**src/rtl/cpu_load_store_unit.sv**
```systemverilog
// Memory-stage load/store unit. Converts byte/half/word loads and stores into
// word-aligned data-cache transactions; sub-word stores use read-modify-write
// because the cache port has no byte enables. All outputs are registered.
module cpu_load_store_unit (
    input  logic        i_clock,
    input  logic        i_reset,
    input  logic        i_request,
    input  logic        i_store,
    input  logic [1:0]  i_width,
    input  logic        i_unsigned,
    input  logic [31:0] i_address,
    input  logic [31:0] i_wdata,
    input  logic        i_cacheable,
    output logic        o_ready,
    output logic        o_fault,
    output logic [31:0] o_rdata,
    output logic        o_dcache_request,
    output logic        o_dcache_rw,
    output logic [31:0] o_dcache_address,
    output logic [31:0] o_dcache_wdata,
    output logic        o_dcache_cacheable,
    input  logic        i_dcache_ready,
    input  logic [31:0] i_dcache_rdata
);

    localparam logic [1:0] WidthByte = 2'b00;
    localparam logic [1:0] WidthHalf = 2'b01;
    localparam logic [1:0] WidthWord = 2'b10;
    localparam logic [1:0] WidthRsvd = 2'b11;

    typedef enum logic [2:0] {
        StIdle,
        StRdReq,
        StRdLow,
        StWrReq,
        StWrLow,
        StDone
    } state_t;

    state_t      state_q, state_d;

    // Latched command
    logic        store_q, store_d;
    logic [1:0]  width_q, width_d;
    logic        uns_q, uns_d;
    logic [1:0]  lane_q, lane_d;     // address bits [1:0]
    logic [15:0] wlow_q, wlow_d;     // low half of store data, enough for sub-word merge
    logic [31:0] data_q, data_d;     // word captured from the cache read

    // Output registers
    logic        ready_q, ready_d;
    logic        fault_q, fault_d;
    logic [31:0] rdata_q, rdata_d;
    logic        req_q, req_d;
    logic        rw_q, rw_d;
    logic [31:0] dc_addr_q, dc_addr_d;
    logic [31:0] dc_wdata_q, dc_wdata_d;
    logic        cacheable_q, cacheable_d;

    logic        bad_access;
    logic [7:0]  byte_lane;
    logic [15:0] half_lane;
    logic [31:0] load_word;
    logic [31:0] merged_word;

    // Misaligned or reserved-width command seen in IDLE
    always_comb begin
        bad_access = 1'b0;
        case (i_width)
            WidthHalf: bad_access = i_address[0];
            WidthWord: bad_access = |i_address[1:0];
            WidthRsvd: bad_access = 1'b1;
            default:   bad_access = 1'b0;
        endcase
    end

    // Extract and extend the addressed lane of the captured word for loads
    always_comb begin
        byte_lane = data_q[{lane_q, 3'b000} +: 8];
        half_lane = data_q[{lane_q[1], 4'b0000} +: 16];
        case (width_q)
            WidthByte: load_word = {{24{byte_lane[7] & ~uns_q}}, byte_lane};
            WidthHalf: load_word = {{16{half_lane[15] & ~uns_q}}, half_lane};
            default:   load_word = data_q;
        endcase
    end

    // Replace the addressed lane of the captured word with the store data
    always_comb begin
        merged_word = data_q;
        if (width_q == WidthByte) begin
            merged_word[{lane_q, 3'b000} +: 8] = wlow_q[7:0];
        end else begin
            merged_word[{lane_q[1], 4'b0000} +: 16] = wlow_q;
        end
    end

    // Next-state logic and next values of all registered outputs
    always_comb begin
        state_d     = state_q;
        store_d     = store_q;
        width_d     = width_q;
        uns_d       = uns_q;
        lane_d      = lane_q;
        wlow_d      = wlow_q;
        data_d      = data_q;
        fault_d     = 1'b0;
        rdata_d     = rdata_q;
        dc_addr_d   = dc_addr_q;
        dc_wdata_d  = dc_wdata_q;
        cacheable_d = cacheable_q;

        case (state_q)
            StIdle: begin
                if (i_request) begin
                    store_d     = i_store;
                    width_d     = i_width;
                    uns_d       = i_unsigned;
                    lane_d      = i_address[1:0];
                    wlow_d      = i_wdata[15:0];
                    cacheable_d = i_cacheable;
                    if (bad_access) begin
                        state_d = StDone;
                        fault_d = 1'b1;
                        rdata_d = '0;
                    end else begin
                        dc_addr_d = {i_address[31:2], 2'b00};
                        if (i_store && (i_width == WidthWord)) begin
                            state_d    = StWrReq;
                            dc_wdata_d = i_wdata;
                        end else begin
                            state_d = StRdReq;
                        end
                    end
                end
            end
            StRdReq: begin
                if (i_dcache_ready) begin
                    data_d  = i_dcache_rdata;
                    state_d = StRdLow;
                end
            end
            StRdLow: begin
                // Registered cache may still show the previous ready; wait for it to fall
                if (!i_dcache_ready) begin
                    if (store_q) begin
                        state_d    = StWrReq;
                        dc_wdata_d = merged_word;
                    end else begin
                        state_d = StDone;
                        rdata_d = load_word;
                    end
                end
            end
            StWrReq: begin
                if (i_dcache_ready) begin
                    state_d = StWrLow;
                end
            end
            StWrLow: begin
                if (!i_dcache_ready) begin
                    state_d = StDone;
                    rdata_d = '0;
                end
            end
            StDone: begin
                state_d = StIdle;
            end
            default: begin
                state_d = StIdle;
            end
        endcase

        ready_d = (state_d == StDone);
        req_d   = (state_d == StRdReq) || (state_d == StWrReq);
        rw_d    = (state_d == StWrReq);
    end

    // State, command and output registers; async reset clears everything
    always_ff @(posedge i_clock or posedge i_reset) begin
        if (i_reset) begin
            state_q     <= StIdle;
            store_q     <= 1'b0;
            width_q     <= 2'b00;
            uns_q       <= 1'b0;
            lane_q      <= 2'b00;
            wlow_q      <= '0;
            data_q      <= '0;
            ready_q     <= 1'b0;
            fault_q     <= 1'b0;
            rdata_q     <= '0;
            req_q       <= 1'b0;
            rw_q        <= 1'b0;
            dc_addr_q   <= '0;
            dc_wdata_q  <= '0;
            cacheable_q <= 1'b0;
        end else begin
            state_q     <= state_d;
            store_q     <= store_d;
            width_q     <= width_d;
            uns_q       <= uns_d;
            lane_q      <= lane_d;
            wlow_q      <= wlow_d;
            data_q      <= data_d;
            ready_q     <= ready_d;
            fault_q     <= fault_d;
            rdata_q     <= rdata_d;
            req_q       <= req_d;
            rw_q        <= rw_d;
            dc_addr_q   <= dc_addr_d;
            dc_wdata_q  <= dc_wdata_d;
            cacheable_q <= cacheable_d;
        end
    end

    assign o_ready            = ready_q;
    assign o_fault            = fault_q;
    assign o_rdata            = rdata_q;
    assign o_dcache_request   = req_q;
    assign o_dcache_rw        = rw_q;
    assign o_dcache_address   = dc_addr_q;
    assign o_dcache_wdata     = dc_wdata_q;
    assign o_dcache_cacheable = cacheable_q;

endmodule

```
**config.mk**
```make
export PLATFORM = sky130hd
export DESIGN_NAME = cpu_load_store_unit
export DESIGN_NICKNAME = d
export VERILOG_FILES = /design/src/rtl/cpu_load_store_unit.sv
export SDC_FILE = /design/constraint.sdc
export NUM_CORES = 1
export LEC_CHECK = 0
export BUFFER_PORTS_ARGS = -buffer_cell sky130_fd_sc_hd__buf_2
export CAP_MARGIN = 10
export CORE_MARGIN = 8
export CORE_UTILIZATION = 53
export DETAILED_ROUTE_END_ITERATION = 10
export PLACE_DENSITY = 0.85
export RECOVER_POWER = 25
export SLEW_MARGIN = 20
export SYNTH_ARGS = -nofsm -noshare
export SYNTH_HDL_FRONTEND = slang
export SYNTH_SLANG_ARGS = --single-unit
```
**constraint.sdc**
```tcl
create_clock -name i_clock -period 6.6 [get_ports i_clock]
set_input_delay 1.65 -clock i_clock [delete_from_list [all_inputs] [get_ports i_clock]]
set_output_delay 1.65 -clock i_clock [all_outputs]
set_load 0.02 [all_outputs]
```
==> results.sh, run 1 <==
export IMPL_dr_pass1_iters=7
export IMPL_fin_cells=993
export IMPL_dpl_hpwl_um=16400
export IMPL_required_ns=6.90
export IMPL_fp_coreArea_um2=14400
export IMPL_syn_avg_cell_area_um2=12.7
export IMPL_dp_cells=961
export IMPL_vias_per_cell=6.14
export IMPL_fin_tns_setup_ns=0
export IMPL_seq_area_um2=3910
export IMPL_finish_net_count=906
export IMPL_grt_busiest_layer="met2"
export IMPL_met2_usage=0.364
export IMPL_layout_drive_gt1_share=0.444
export IMPL_ys_types=53
export IMPL_insertion_delay_ns=0.43
export IMPL_cts_clk_slew_worst_paths_ns=0.06
export IMPL_syn_cell_area_um2=7790
export IMPL_grt_ovfl_total=0
export IMPL_max_freq_mhz=238
export IMPL_drt_antenna_violating_nets=0
export IMPL_crit_path_end_kind="register"
export IMPL_drtIter0Drc=697
export IMPL_rsz0062_at_grt="no"
export IMPL_max_vdd_ir_drop_uv=289
export IMPL_hold_path_class="reg -> reg"
export IMPL_die_w_um=137
export IMPL_finish_utilization=0.656
export IMPL_synthCells=612
export IMPL_tightest_slew_ns=1.64
export IMPL_clock_skew_ns=0.0112
export IMPL_clk_path_buf_depth=2
export IMPL_setup_viol_count_final=0
export IMPL_drv_slew=30
export IMPL_antenna_cells=0
export IMPL_critical_path_class="in -> reg"
export IMPL_wl_per_cell_um=22.4
export IMPL_ctsRootBufferMaster="clkbuf_16"
export IMPL_worstSetupStartpointType="primary input"
export IMPL_gp_congestion=0.866
export IMPL_cts_setup_buffers=0
export IMPL_hold_buffers=0
export IMPL_port_buffers=203
export IMPL_drv_cap=1
export IMPL_use_met1=0.316
export IMPL_yosysWarnings=0
export IMPL_synth_edf_count=0
export IMPL_cts_buffers=17
export IMPL_powerDensity_nw_per_um2=557
export IMPL_finalCritPeriodShare=0.636
export IMPL_status="finished with violations"
export IMPL_async_reset_ff_frac=1.00
export IMPL_fillers=1105
export IMPL_grt_start_max_net_pins=92
export IMPL_multi_input_area_um2=3570
export IMPL_dieArea_um2=18800
export IMPL_grt_pass1_wl_um=34600
export IMPL_io_pins=206
export IMPL_cts_resized=0
export IMPL_via_count=6093
export IMPL_grt_use_total=0.240
export IMPL_crit_path_max_fanout=29
export IMPL_area_growth_pct=21.6
export IMPL_crit_arrival_ns=4.50
export IMPL_p_leak_nw=4.46
export IMPL_row_count=44
export IMPL_finalWirelength_um=22200
export IMPL_period_needed_ns=4.20
export IMPL_route_detailed_drc=0
export IMPL_cts_htree_levels=4
export IMPL_antenna_found_initial=3
export IMPL_hold_viol_final=0
export IMPL_ys_seq_area_frac=0.501
export IMPL_violations="capacitance limit, slew limit"
export IMPL_synth_seq_cells=156
export IMPL_cts_tree="built"
export IMPL_use_met3=0.0846
export IMPL_start_util=0.540
export IMPL_relSlewSlack=-0.0930
export IMPL_synth_ff_type="dfrtp_1"
export IMPL_grt_pass1_vias=6133
export IMPL_cts_sinks=156
export IMPL_die_y_um=137
cell usage after synthesis, drive strengths merged (2+ instances only):
master,count,area [um^2]
a21oi,41,205
a221o,32,320
a222oi,6,60.1
a22o,50,438
a32o,7,70.1
buf,42,257
clkbuf,10,37.5
dfrtp,156,3900
ha,5,62.6
inv,12,45.0
mux2,121,1360
mux2i,33,330
nand2,7,26.3
nand2b,26,163
nor2,2,7.51
nor2b,3,18.8
nor3,2,15.0
nor3b,4,51.3
nor4b,2,23.8
nor4bb,3,30.0
o21ai,18,90.1
o2bb2ai,7,61.3
o31ai,3,32.5
layout make-up:
type,instances,share of cell area
tap,184,0.0243
clock buffer,25,0.0513
sequential,156,0.413
multi-input combinational,393,0.377
timing repair buffer,216,0.118
inverter,12,0.00529
clock inverter,7,0.0119
kinds of logic (layout without fill, tap and decap cells):
family	count (synthesis)	after routing	synth area share
buffers and inverters	64	260	0.0436
multiplexers	154	154	0.217
AND/OR/NAND/NOR	60	60	0.0538
adder cells (fa/ha/maj)	5	5	0.00803
AO/OA/AOI/OAI	172	172	0.175
flip-flops	156	156	0.501
other	1	2	0.000482
critical path, stage by stage:
cell and delay [ns]:
clkbuf_1 0.11, nor4b_1 0.25, clkbuf_1 1.22, nor3b_2 0.53, o31ai_4 0.13, buf_6 0.20, buf_6 0.16, a22o_1 0.24
layer usage:
layer | part of all wire | vias up | routed length [um]
met5 | 0.0021 | - | 46
met4 | 0.021 | 6 | 467
met3 | 0.11 | 38 | 2430
met2 | 0.46 | 335 | 10200
met1 | 0.41 | 3011 | 9070
li1 | - | 2703 | -
path summary, 6_finish.rpt:
check	slack, ns	depth (start not counted)	to	from
max in group asynchronous	3.82	3	lane_q[1]	i_reset
worst min register to register	0.49	1	o_dcache_address[4]	o_dcache_address[4]
worst max-delay path	2.40	8	o_rdata[22]	i_request
worst max register to register	3.11	7	o_rdata[22]	state_q[2]
min in group asynchronous	1.39	2	o_dcache_address[25]	i_reset
worst min-delay path	0.49	1	o_dcache_address[4]	o_dcache_address[4]
through the flow:
| stage | area (um^2) | total power [W] | setup slack, ns | hold WS [ns] |
|---|---|---|---|---|
| after global placement | 8860 | 0.00418 | 2.83 | 0.469 |
| after detailed placement | 8890 | 0.00426 | 2.88 | 0.480 |
| after global routing | 9470 | 0.00557 | 2.16 | 0.503 |
| after floorplan | 7790 | 0.00343 | 0.743 | 0.502 |
| final | 9470 | 0.00527 | 2.40 | 0.488 |
| after CTS | 9490 | 0.00528 | 3.26 | 0.491 |
cell usage in the layout, fill, tap and decap left out, drive strengths merged, types with 4 or more instances in the layout:
| master | count |
|---|---|
| a21oi | 41 |
| a221o | 32 |
| a222oi | 6 |
| a22o | 50 |
| a32o | 7 |
| buf | 213 |
| clkbuf | 28 |
| dfrtp | 156 |
| ha | 5 |
| inv | 12 |
| mux2 | 121 |
| mux2i | 33 |
| nand2 | 7 |
| nand2b | 26 |
| nor3b | 4 |
| o21ai | 18 |
| o2bb2ai | 7 |
registers in the layout, indices dropped and copies added, names as in the netlist:
register / cells
o_dcache_rw: 1
o_dcache_cacheable: 1
o_ready: 1
o_dcache_wdata: 32
o_dcache_address: 30
uns_q: 1
data_q: 32
wlow_q: 16
store_q: 1
lane_q: 2
state_q: 3
o_dcache_request: 1
o_rdata: 32
width_q: 2
o_fault: 1
power by group:
part	leakage, nW	total, W	internal (W)	switching, W
logic	2.24	0.00239	0.00108	0.00131
registers	1.93	0.00189	0.00141	0.000479
clock network	0.291	0.000996	0.000623	0.000373
Power figures use the tool's default switching activity.
==> run 2: changes to the inputs <==
--- a/config.mk
+++ b/config.mk
@@ -8,9 +8,9 @@
 export BUFFER_PORTS_ARGS = -buffer_cell sky130_fd_sc_hd__buf_2
 export CAP_MARGIN = 10
 export CORE_MARGIN = 8
-export CORE_UTILIZATION = 53
+export CORE_UTILIZATION = 48
 export DETAILED_ROUTE_END_ITERATION = 10
-export PLACE_DENSITY = 0.85
+export PLACE_DENSITY = 0.82
 export RECOVER_POWER = 25
 export SLEW_MARGIN = 20
 export SYNTH_ARGS = -nofsm -noshare
==> constraint.sdc (replaced) <==
create_clock -name i_clock -period 3.6 [get_ports i_clock]
set_input_delay 0.9 -clock i_clock [delete_from_list [all_inputs] [get_ports i_clock]]
set_output_delay 0.9 -clock i_clock [all_outputs]
set_load 0.02 [all_outputs]
==> results.sh, run 2 (synthesized netlist as in run 1, its figures left out) <==
export IMPL_setup_viol_count_final=0
export IMPL_p_total_w=0.00957
export IMPL_row_count=46
export IMPL_io_pins=206
export IMPL_rr_worst_depth=5
export IMPL_grt_pass1_vias=6318
export IMPL_reg2reg_to="o_rdata[25]"
export IMPL_max_freq_mhz=390
export IMPL_reg2reg_slack_ns=1.03
export IMPL_dr_pass1_iters=7
export IMPL_drv_slew=35
export IMPL_layout_common_cells="buf_2, dfrtp_1, mux2_2"
export IMPL_worstSetupStartpointType="register"
export IMPL_period_needed_ns=2.57
export IMPL_cts_htree_levels=4
export IMPL_port_buffers=203
export IMPL_layout_drive_gt1_share=0.450
export IMPL_wl_per_cell_um=22.5
export IMPL_fin_tns_setup_ns=0
export IMPL_grt_use_total=0.228
export IMPL_via_count=6078
export IMPL_grt_start_max_net_pins=65
export IMPL_fp_coreArea_um2=15900
export IMPL_p_leak_nw=4.45
export IMPL_drt_antenna_violating_nets=0
export IMPL_regToRegStartpoint="lane_q[1]"
export IMPL_max_vdd_ir_drop_uv=595
export IMPL_required_ns=3.91
export IMPL_clock_skew_ns=0.0133
export IMPL_path_cells="buf_4 -> mux2_2 -> a22oi_2 -> a221oi_4 -> a22o_1"
export IMPL_layout_commonest_cell="buf_2"
export IMPL_finalCritPeriodShare=0.713
export IMPL_drtIter0Drc=630
export IMPL_status="finished with violations"
export IMPL_clk_path_buf_depth=2
export IMPL_cts_buffers=17
export IMPL_ctsRootBufferMaster="clkbuf_16"
export IMPL_area_growth_pct=22.0
export IMPL_cts_tree="built"
export IMPL_hold_viol_final=0
export IMPL_cts_clk_slew_worst_paths_ns=0.07
export IMPL_finalWirelength_um=23100
export IMPL_worstHoldStart="o_dcache_address[29]"
export IMPL_grt_pass1_wl_um=35400
export IMPL_min_to="o_dcache_address[29]"
export IMPL_gp_congestion=0.876
export IMPL_hold_buffers=0
export IMPL_tightest_slew_ns=1.65
export IMPL_critical_path_class="reg -> reg"
export IMPL_crit_path_max_fanout=37
export IMPL_violations="capacitance limit, slew limit"
export IMPL_min_path_cells=1
export IMPL_dieArea_um2=20600
export IMPL_dpl_hpwl_um=17000
export IMPL_crit_path_end_kind="register"
export IMPL_grt_ovfl_total=0
export IMPL_relSlewSlack=-0.108
export IMPL_critPathSlowestCell="buf_4"
export IMPL_cts_resized=0
export IMPL_fillers=1324
export IMPL_insertion_delay_ns=0.43
export IMPL_finish_net_count=908
export IMPL_cts_setup_buffers=0
export IMPL_start_util=0.490
export IMPL_drv_cap=1
export IMPL_slowest_delay_ns=0.54
export IMPL_crit_arrival_ns=2.88
export IMPL_hold_path_class="reg -> reg"
export IMPL_die_y_um=143
export IMPL_die_w_um=143
export IMPL_route_detailed_drc=0
export IMPL_vias_per_cell=5.91
export IMPL_cts_sinks=156
export IMPL_antenna_found_initial=4
export IMPL_rsz0062_at_grt="no"
export IMPL_powerDensity_nw_per_um2=1010
-- run 2: where the power goes --
part | leakage (nW) | total (W) | switching [W] | internal (W)
sequential | 1.93 | 0.00353 | 0.000952 | 0.00258
clock | 0.259 | 0.00168 | 0.000715 | 0.000964
combinational | 2.26 | 0.00435 | 0.00238 | 0.00198
-- run 2: worst max-delay path, delay by kind of cell (launching register included) --
family | cells | cell delay (ns)
AO/OA/AOI/OAI | 3 | 0.95
buffers and inverters | 1 | 0.54
multiplexers | 1 | 0.41
flip-flops | 1 | 0.52
-- run 2: layer usage --
layer  up-vias  share of wire  track usage
met3        48           0.11       0.0922
met1      2987           0.39        0.278
met4         6          0.025       0.0769
li1       2709              -            -
met2       328           0.47        0.360
met5         -         0.0013            0
-- run 2: layout make-up --
| class | count | area, um^2 | share of cell area |
|---|---|---|---|
| Clock buffer | 21 | 450 | 0.0474 |
| Tap cell | 216 | 270 | 0.0284 |
| Multi-Input combinational cell | 393 | 3570 | 0.376 |
| Antenna cell | 1 | 2.50 | 0.000263 |
| Sequential cell | 156 | 3910 | 0.411 |
| Clock inverter | 11 | 97.6 | 0.0103 |
| Timing Repair Buffer | 218 | 1160 | 0.122 |
| Inverter | 12 | 46.3 | 0.00487 |
-- run 2: stage by stage --
stage	util	setup WS (ns)	hold WS (ns)	area, um^2	instances
finish	0.598	1.03	0.484	9500	1028
global route	0.598	0.860	0.504	9500	1028
CTS	0.599	1.05	0.490	9520	1027
detailed placement	0.565	0.870	0.473	8970	995
global placement	0.565	0.937	0.470	8970	995
floorplan	-	0.727	0.502	7790	613
-- run 2: worst max-delay path by stage --
stage | startpoint | to | slack (ns) | depth (start not counted)
2_1_floorplan | i_reset | data_q[0] | 0.73 | 1
3_3_place_gp | i_dcache_ready | o_rdata[25] | 0.94 | 5
4_1_cts | state_q[2] | o_dcache_wdata[26] | 1.05 | 5
5_1_grt | lane_q[1] | o_rdata[25] | 0.86 | 5
6_report | lane_q[1] | o_rdata[25] | 1.03 | 5
3_5_place_dp | i_dcache_ready | o_rdata[19] | 0.87 | 5
